==> config.mk <==
export PLATFORM = sky130hd
export DESIGN_NAME = rr_hold_arbiter
export DESIGN_NICKNAME = d
export VERILOG_FILES = /design/src/rtl/rr_hold_arb_pkg.sv /design/src/rtl/rr_prio_enc.sv /design/src/rtl/rr_hold_arbiter.sv
export SDC_FILE = /design/constraint.sdc
export NUM_CORES = 1
export LEC_CHECK = 0
export CAP_MARGIN = 20
export CORE_ASPECT_RATIO = 0.5
export CORE_MARGIN = 2
export CORE_UTILIZATION = 30
export CTS_CLUSTER_SIZE = 20
export DETAILED_ROUTE_END_ITERATION = 16
export GPL_TIMING_DRIVEN = 1
export PLACE_DENSITY = 0.56
export SYNTH_ARGS = -nofsm -noshare
export SYNTH_HDL_FRONTEND = slang
export SYNTH_SLANG_ARGS = --single-unit
==> constraint.sdc <==
create_clock -name clk -period 6.9 [get_ports clk]
set_clock_uncertainty 0.2 [all_clocks]
set_input_delay 1.38 -clock clk [delete_from_list [all_inputs] [get_ports clk]]
set_output_delay 1.38 -clock clk [all_outputs]
set_load 0.01 [all_outputs]
==> src/rtl/rr_hold_arb_pkg.sv <==
// Shared helpers for the round-robin hold arbiter: priority-mask and counter-width
// functions plus the default burst length.
package rr_hold_arb_pkg;

    localparam int MAX_HOLD_DEFAULT = 4;

    // Widest requester vector the mask helper supports; callers truncate to N.
    localparam int MASK_MAXW = 256;

    function automatic int cnt_width(input int max_hold);
        return (max_hold + 1 > 2) ? $clog2(max_hold + 1) : 1;
    endfunction

    // Sets every bit above index k, so k and everything below it lose priority.
    function automatic logic [MASK_MAXW-1:0] next_mask(input logic [31:0] k);
        return ~((MASK_MAXW'(2) << k) - MASK_MAXW'(1));
    endfunction

endpackage

==> src/rtl/rr_prio_enc.sv <==
// Combinational lowest-set-bit finder: one-hot winner, its binary index and an any-valid flag.
module rr_prio_enc #(
    parameter int N = 32
) (
    input  logic [N-1:0]                  req,
    output logic [N-1:0]                  onehot,
    output logic [(N > 1 ? $clog2(N) : 1)-1:0] idx,
    output logic                          any
);

    localparam int IDXW = (N > 1) ? $clog2(N) : 1;

    assign onehot = req & (~req + N'(1));
    assign any    = |req;

    always_comb begin
        idx = '0;
        for (int i = N - 1; i >= 0; i--) begin
            if (req[i]) begin
                idx = IDXW'(i);
            end
        end
    end

endmodule

==> src/rtl/rr_hold_arbiter.sv <==
// Round-robin arbiter with a bounded grant-hold window and same-cycle grant.
// Optional owner lock input enabled by `define RR_HOLD_ARB_LOCK_EN.
module rr_hold_arbiter
    import rr_hold_arb_pkg::*;
#(
    parameter int N        = 32,
    parameter int MAX_HOLD = MAX_HOLD_DEFAULT
) (
    input  logic                                clk,
    input  logic                                reset,
    input  logic [N-1:0]                        req_i,
`ifdef RR_HOLD_ARB_LOCK_EN
    input  logic                                lock_i,
`endif
    output logic [N-1:0]                        gnt_o,
    output logic                                gnt_vld_o,
    output logic [(N > 1 ? $clog2(N) : 1)-1:0]  gnt_idx_o
);

    localparam int IDXW = (N > 1) ? $clog2(N) : 1;
    localparam int CNTW = cnt_width(MAX_HOLD);

    logic [N-1:0]    mask_q;
    logic [IDXW-1:0] owner_q;
    logic            owner_vld_q;
    logic [CNTW-1:0] hold_cnt_q;

    logic [N-1:0]    masked_req;
    logic [N-1:0]    m_onehot;
    logic [N-1:0]    u_onehot;
    logic [IDXW-1:0] m_idx;
    logic [IDXW-1:0] u_idx;
    logic            m_any;
    logic            u_any;

    logic [N-1:0]    win_onehot;
    logic [IDXW-1:0] win_idx;
    logic [N-1:0]    owner_onehot;
    logic            owner_req;
    logic            hold_ok;
    logic            lock_act;
    logic            hold_cont;

    assign masked_req = req_i & mask_q;

    rr_prio_enc #(.N(N)) u_enc_masked (
        .req    (masked_req),
        .onehot (m_onehot),
        .idx    (m_idx),
        .any    (m_any)
    );

    rr_prio_enc #(.N(N)) u_enc_unmasked (
        .req    (req_i),
        .onehot (u_onehot),
        .idx    (u_idx),
        .any    (u_any)
    );

    assign win_onehot   = m_any ? m_onehot : u_onehot;
    assign win_idx      = m_any ? m_idx : u_idx;
    assign owner_onehot = N'(1) << owner_q;
    assign owner_req    = owner_vld_q && req_i[owner_q];
    assign hold_ok      = hold_cnt_q < CNTW'(MAX_HOLD - 1);

`ifdef RR_HOLD_ARB_LOCK_EN
    assign lock_act = lock_i;
`else
    assign lock_act = 1'b0;
`endif

    // A locked owner never expires; its counter simply stops at the last hold value.
    assign hold_cont = owner_req && (hold_ok || lock_act);

    always_comb begin
        gnt_o     = '0;
        gnt_idx_o = '0;
        gnt_vld_o = 1'b0;
        if (!reset) begin
            if (hold_cont) begin
                gnt_o     = owner_onehot;
                gnt_idx_o = owner_q;
                gnt_vld_o = 1'b1;
            end else if (u_any) begin
                gnt_o     = win_onehot;
                gnt_idx_o = win_idx;
                gnt_vld_o = 1'b1;
            end
        end
    end

    always_ff @(posedge clk) begin
        if (reset) begin
            mask_q      <= '1;
            owner_q     <= '0;
            owner_vld_q <= 1'b0;
            hold_cnt_q  <= '0;
        end else if (hold_cont) begin
            if (hold_ok) begin
                hold_cnt_q <= hold_cnt_q + CNTW'(1);
            end
        end else if (u_any) begin
            owner_q     <= win_idx;
            owner_vld_q <= 1'b1;
            hold_cnt_q  <= '0;
            mask_q      <= N'(next_mask(32'(win_idx)));
        end else begin
            owner_vld_q <= 1'b0;
            hold_cnt_q  <= '0;
        end
    end

endmodule

==> results.py, run 1 <==
metrics = {
    "synth": {
        "syn_area_um2": 4788,
        "yosys.area.top_type_share_pct": 17.14,
        "ys_top_cells_by_area": "dfxtp_1 (17%), nand2_1 (7.3%), nor2_1 (7.0%)",
        "yosysSeqAreaShare_pct": 17.14,
        "ys_types": 85,
        "synth.avg_cell_area_um2": 7.083,
        "yosysWarnings": 0,
        "synth_ff_type": "dfxtp_1",
        "synth_fp_nets": 712,
        "synth_top_area_cell": "dfxtp_1",
        "synth-edff-count": 0,
        "synth-async-reset-ratio_pct": 0,
        "synth.ff_latch_count": 41,
        "synthCells": 676,
    },
    "critical_path": {
        "cp.required_ns": 5.32,
        "reg2reg_depth": 17,
        "worstSetupEndpointType": "output port",
        "cpPeakStageDelay_ns": 0.67,
        "start_kind": "input port",
        "arrival_ns": 4.97,
        "cpMostUsedCell": "clkdlybuf4s50_1",
        "critPathKind": "input port to output port",
        "crit_chain": "clkdlybuf4s50_1, a22o_1, or4_4, nor4_2, nand2_1, or3_1, o31a_1, o22a_1, o22ai_1, clkdlybuf4s50_1",
        "cpMaxStageDelayCell": "or4_4",
        "cp_max_fo": 10,
    },
    "timing": {
        "worst_pin_slew_ns": 0.9188,
        "fmax_mhz": 152.7,
        "hold_viol": 0,
        "setup_viol": 0,
        "fin_crit_ns": 6.547,
        "timing.max_slew.rel_slack_pct": 38.68,
        "slew_violations": 0,
        "period_share_pct": 94.89,
        "fin_tns_setup_ns": 0,
        "grt_setup_unrepaired": "no",
    },
    "global_route": {
        "gr-usage-all-layers_pct": 26.35,
        "grt_pass1_wl_um": 34070,
        "antenna_found_initial": 0,
        "grt_max_degree": 49,
        "overflow": 0,
        "grt_pass1_vias": 5615,
    },
    "floorplanning": {
        "design.die.area_um2": 17050,
        "rows": 32,
        "coreArea_um2": 15490,
        "fp.dieW_um": 182.7,
        "initial_core_util_pct": 30.90,
        "die_y_um": 93.34,
        "num_io_pins": 72,
    },
    "route": {
        "wl_per_cell_um": 23.37,
        "vias": 6023,
        "viasPerCell": 6.327,
        "drtPass1Iterations": 7,
        "detail-route-antenna-nets": 0,
        "first_iter_violations": 813,
        "drcViolationCount": 0,
        "routed_wl_um": 22250,
    },
    "clocking": {
        "cts.sinks": 41,
        "clk_latency_ns": 0.29,
        "cts_htree_levels": 2,
        "clockBufferDepth": 2,
        "root_buffer": "clkbuf_16",
        "numCtsBuffers": 5,
        "path_clk_slew_ns": 0.06,
        "cts_tree": "done",
        "cts_hold_buf": 0,
        "cts-resized-gates": 0,
        "post_cts_buffers": 0,
    },
    "hold_path": {
        "hold_path_class": "register to register",
        "hold_depth": 1,
    },
    "final_layout": {
        "area_delta_synth_final_pct": 26.16,
        "nets": 784,
        "antenna_cells": 0,
        "drive_gt1_share_pct": 13.64,
        "fin_util_pct": 38.99,
    },
    "power_and_ir_drop": {
        "vdd_drop_max_mv": 0.1046,
        "p_leak_nw": 2.087,
        "powerDensity_nw_per_um2": 220.1,
    },
    "placed_design": {
        "finalWeightedCongestion": 0.9693,
        "place_hpwl_um": 17460,
        "portBuffers": 71,
    },
    "status": {
        "status": "complete, no violations",
    },
    "job": {
        "cap_violations": 0,
    },
}
-- flip-flops by register name (all words and copies together) (netlist names) --
name,count
hold_cnt_q,3
mask_q,32
owner_q,5
owner_vld_q,1
-- critical path, delay by kind of cell --
| family | cells | cell delay (ns) |
|---|---|---|
| simple gates | 4 | 1.53 |
| buf+inv | 2 | 1.11 |
| compound gates | 4 | 0.93 |
-- kinds of logic after synthesis --
family / synth area share (%)
and+or+nand+nor: 34.52
AOI/OAI and AO/OA: 34.57
buffers and inverters: 6.454
DFF: 17.14
muxes: 5.331
xor gates and xnor gates: 1.463
adders and majority gates: 0.5225
-- cells in the final DEF (no fill, tap or decap), types with 4 or more instances in the layout --
cell             Yosys  routed
nand2_1             93      93
nor2_1              89      88
clkdlybuf4s50_1      0      70
buf_4                1      48
dfxtp_1             41      41
a21oi_1             40      40
o21ai_0             27      27
nor3_1              26      26
nand3_1             21      21
o211ai_1            18      18
nor4_1              16      16
inv_1               14      14
a22oi_1             13      13
a22o_1              13      13
a32oi_1             12      12
and2_1              11      11
a211oi_1            10      10
nand4_1             10      10
mux4_2              10      10
and3_1               8       8
o22ai_1              8       8
nor4_2               7       7
o31ai_1              7       7
o21ai_1              7       7
nand2b_1             6       6
or4_1                5       5
a32o_1               5       5
clkbuf_16            0       5
a31oi_1              4       4
or2_2                4       4
a22o_4               4       4
a211o_1              4       4
o31a_1               4       4
xor2_1               4       4
xnor2_1              4       4
-- report_power, final --
| group | switching (mW) | total (mW) | internal, mW |
|---|---|---|---|
| Combinational | 0.412 | 0.681 | 0.269 |
| Clock | 0.106 | 0.275 | 0.168 |
| Sequential | 0.0873 | 0.374 | 0.287 |
| Total | 0.606 | 1.33 | 0.724 |
-- synthesized netlist by cell type (4+ instances only) --
library cell and instances:
nand3_1 21, or4_1 5, nor2_1 89, dfxtp_1 41, nor4_1 16, and3_1 8, a22o_4 4, o22ai_1 8
a22o_1 13, and2_1 11, a32o_1 5, nand2b_1 6, o21ai_1 7, a22oi_1 13, buf_6 4, xor2_1 4
inv_1 14, or2_2 4, nor4_2 7, o31ai_1 7, nand2_1 93, a32oi_1 12, a211oi_1 10, a31oi_1 4
a211o_1 4, mux4_2 10, o211ai_1 18, o31a_1 4, nand4_1 10, buf_2 12, nor3_1 26, o21ai_0 27
a21oi_1 40, clkbuf_1 36, xnor2_1 4
-- layer usage --
metal  routed length (um)  share of wire (%)  vias up  track usage (%)
met1                10200                 46     2870            38.43
met4                  501                2.3        2            7.594
met2                 8829                 40      382            37.42
met3                 2643                 12       36            6.659
li1                     -                  -     2733                -
met5                   79               0.36        -            3.692
-- final timing paths --
path,startpoint,end,slack [ns]
setup reg to reg,mask_q[29]$_SDFFE_PP1P_,mask_q[29]$_SDFFE_PP1P_,2.45
hold reg to reg,hold_cnt_q[0]$_SDFFE_PP0N_,hold_cnt_q[0]$_SDFFE_PP0N_,0.26
setup / recovery,req_i[22],gnt_o[31],0.35
hold / removal,hold_cnt_q[0]$_SDFFE_PP0N_,hold_cnt_q[0]$_SDFFE_PP0N_,0.26
-- area by class of cell --
cell class	instances	area (um2)
Fill cell	1634	9454
Multi-Input combinational cell	566	3666
Timing Repair Buffer	120	1086
Sequential cell	41	820.8
Tap cell	204	255.2
Clock buffer	5	125.1
Inverter	14	52.55
Clock inverter	2	35.03
-- metrics by stage --
step	std cells	setup WS (ns)	total power, mW	hold WS (ns)	instance area, um2
CTS	952	0.3841	1.310	0.2698	6041
global placement	945	0.4322	1.034	0.2428	5881
global route	952	0.1474	1.404	0.2910	6041
finish	952	0.3529	1.330	0.2638	6041
floorplan	676	1.441	0.7849	0.2266	4788
detailed placement	945	0.3869	1.033	0.2556	5881
Power figures use the tool's default switching activity.
==> run 2, diff against run 1 <==
--- a/config.mk
+++ b/config.mk
@@ -13,6 +13,8 @@
 export DETAILED_ROUTE_END_ITERATION = 16
 export GPL_TIMING_DRIVEN = 1
 export PLACE_DENSITY = 0.56
+export SKIP_LAST_GASP = 1
+export SLEW_MARGIN = 25
 export SYNTH_ARGS = -nofsm -noshare
 export SYNTH_HDL_FRONTEND = slang
 export SYNTH_SLANG_ARGS = --single-unit
==> results of run 2 <==
No change in the layout: final DEF, timing and power equal those of run 1.
==> run 3, diff against run 2 <==
--- a/config.mk
+++ b/config.mk
@@ -9,10 +9,12 @@
 export CORE_ASPECT_RATIO = 0.5
 export CORE_MARGIN = 2
 export CORE_UTILIZATION = 30
+export CTS_CLUSTER_DIAMETER = 150
 export CTS_CLUSTER_SIZE = 20
 export DETAILED_ROUTE_END_ITERATION = 16
 export GPL_TIMING_DRIVEN = 1
 export PLACE_DENSITY = 0.56
+export RECOVER_POWER = 25
 export SKIP_LAST_GASP = 1
 export SLEW_MARGIN = 25
 export SYNTH_ARGS = -nofsm -noshare
==> run 3 against run 2 <==
Against the previous run:
- global-route usage did not move
- register-to-register slack about the same
- highest routed layer unchanged
- sequential power hardly changed
- via count down 0.65%
- combinational power is 0.7% lower
- critical path type unchanged
- die area unchanged
- fmax down 0.88%
- largest power group unchanged
- sequential share of layout area about the same
==> results.py, run 3 (synthesis results as in run 1) <==
metrics = {
    "timing": {
        "timing.max_slew.rel_slack_pct": 38.20,
        "period_share_pct": 95.73,
        "fin_crit_ns": 6.605,
        "setup_slack_ns": 0.2948,
        "fin_tns_setup_ns": 0,
        "hold_viol": 0,
        "worst_pin_slew_ns": 0.9260,
        "fmax_mhz": 151.4,
        "grt_setup_unrepaired": "no",
        "slew_violations": 0,
        "setup_viol": 0,
    },
    "critical_path": {
        "start_kind": "input port",
        "cpPeakStageDelay_ns": 0.69,
        "worstSetupEndpointType": "output port",
        "cp_max_fo": 29,
        "worstReg2RegStart": "mask_q[29]$_SDFFE_PP1P_",
        "worst_r2r_endpoint": "mask_q[29]$_SDFFE_PP1P_",
        "r2r_slack_ns": 2.45,
        "crit_chain": "dlygate4sd3_1, mux4_2, mux4_2, nor2b_1, nor3_1, or2_0, buf_12, clkbuf_1, o32a_1, nor2_1, clkdlybuf4s50_1",
        "critPathKind": "input port to output port",
        "cpMostUsedCell": "mux4_2",
        "cp.required_ns": 5.32,
        "reg2reg_depth": 17,
        "arrival_ns": 5.03,
        "cpMaxStageDelayCell": "dlygate4sd3_1",
    },
    "floorplanning": {
        "num_io_pins": 72,
        "design.die.area_um2": 17050,
        "coreArea_um2": 15490,
        "fp.dieW_um": 182.7,
        "rows": 32,
        "die_y_um": 93.34,
        "initial_core_util_pct": 30.90,
    },
    "global_route": {
        "grt_max_degree": 49,
        "gr-usage-all-layers_pct": 26.35,
        "grt_pass1_wl_um": 34070,
        "grt_pass1_vias": 5615,
        "antenna_found_initial": 0,
        "overflow": 0,
    },
    "final_layout": {
        "largestRegisters": "mask_q: 32 flops, owner_q: 5 flops, hold_cnt_q: 3 flops",
        "layout_common_cells": "nand2_1 (93), nor2_1 (88), clkdlybuf4s50_1 (68)",
        "fin_util_pct": 38.91,
        "area_delta_synth_final_pct": 25.92,
        "regMostFlops": "mask_q",
        "antenna_cells": 0,
        "final_common_cell": "nand2_1",
        "largest_register_ffs": 32,
        "drive_gt1_share_pct": 13.24,
        "nets": 784,
    },
    "clocking": {
        "clk_latency_ns": 0.29,
        "cts_hold_buf": 0,
        "path_clk_slew_ns": 0.06,
        "clockBufferDepth": 2,
        "cts_htree_levels": 2,
        "post_cts_buffers": 0,
        "numCtsBuffers": 5,
        "cts_tree": "done",
        "cts-resized-gates": 0,
        "root_buffer": "clkbuf_16",
        "cts.sinks": 41,
    },
    "hold_path": {
        "hp-start": "hold_cnt_q[0]$_SDFFE_PP0N_",
        "hold_end": "hold_cnt_q[0]$_SDFFE_PP0N_",
        "hold_path_class": "register to register",
        "hold_depth": 1,
    },
    "job": {
        "cap_violations": 0,
    },
    "placed_design": {
        "dp_slack_ns": 0.3869,
        "finalWeightedCongestion": 0.9693,
        "place_hpwl_um": 17460,
        "portBuffers": 71,
    },
    "route": {
        "drcViolationCount": 0,
        "vias": 5984,
        "viasPerCell": 6.286,
        "wl_per_cell_um": 23.36,
        "detail-route-antenna-nets": 0,
        "drtPass1Iterations": 5,
        "first_iter_violations": 774,
        "routed_wl_um": 22240,
    },
    "power_and_ir_drop": {
        "vdd_drop_max_mv": 0.1048,
        "p_leak_nw": 2.075,
        "powerDensity_nw_per_um2": 219.7,
    },
    "status": {
        "status": "complete, no violations",
    },
}
==> run 3: worst max-delay path by stage <==
stage | startpoint | end | cells after the start
final | req_i[18] | gnt_o[23] | 11
after global routing | req_i[18] | gnt_o[31] | 10
after CTS | req_i[18] | gnt_o[31] | 10
after detailed placement | req_i[18] | gnt_o[31] | 10
after global placement | req_i[18] | gnt_o[31] | 10
after floorplan | req_i[16] | gnt_o[31] | 10
==> run 3: metal layers <==
metal	share of wire (%)	GRT usage, %	vias up
met1	47	38.43	2867
met3	11	6.659	37
met4	2.3	7.594	2
li1	-	-	2735
met5	0.36	3.692	-
met2	39	37.42	343
==> run 3: cell type report <==
class / count / area [um2]
clock buffers: 5 / 125.1
repair buffers: 120 / 1075
fillers: 1640 / 9465
clock inverters: 2 / 35.03
well taps: 204 / 255.2
multi-input cells: 566 / 3666
inverters: 14 / 52.55
flip-flops and latches: 41 / 820.8
==> run 3: stage by stage <==
step	power, mW	instance area, um2	hold WS, ns	std cells
2_1_floorplan	0.7849	4788	0.2266	676
6_report	1.325	6030	0.2650	952
3_5_place_dp	1.033	5881	0.2556	945
4_1_cts	1.310	6041	0.2698	952
5_1_grt	1.400	6030	0.2910	952
3_3_place_gp	1.034	5881	0.2428	945
==> run 3: critical path: cells and delay by family <==
| kind | cells | cell delay [ns] |
|---|---|---|
| multiplexers | 2 | 1.08 |
| AND/OR/NAND/NOR | 4 | 0.66 |
| buffers and inverters | 4 | 1.67 |
| AO/OA/AOI/OAI | 1 | 0.23 |
==> run 3: power by group <==
part	internal, mW	switching [mW]	leakage (nW)	total [mW]
clock	0.168	0.107	0.0797	0.275
combinational	0.265	0.411	1.66	0.676
sequential	0.287	0.0867	0.338	0.373
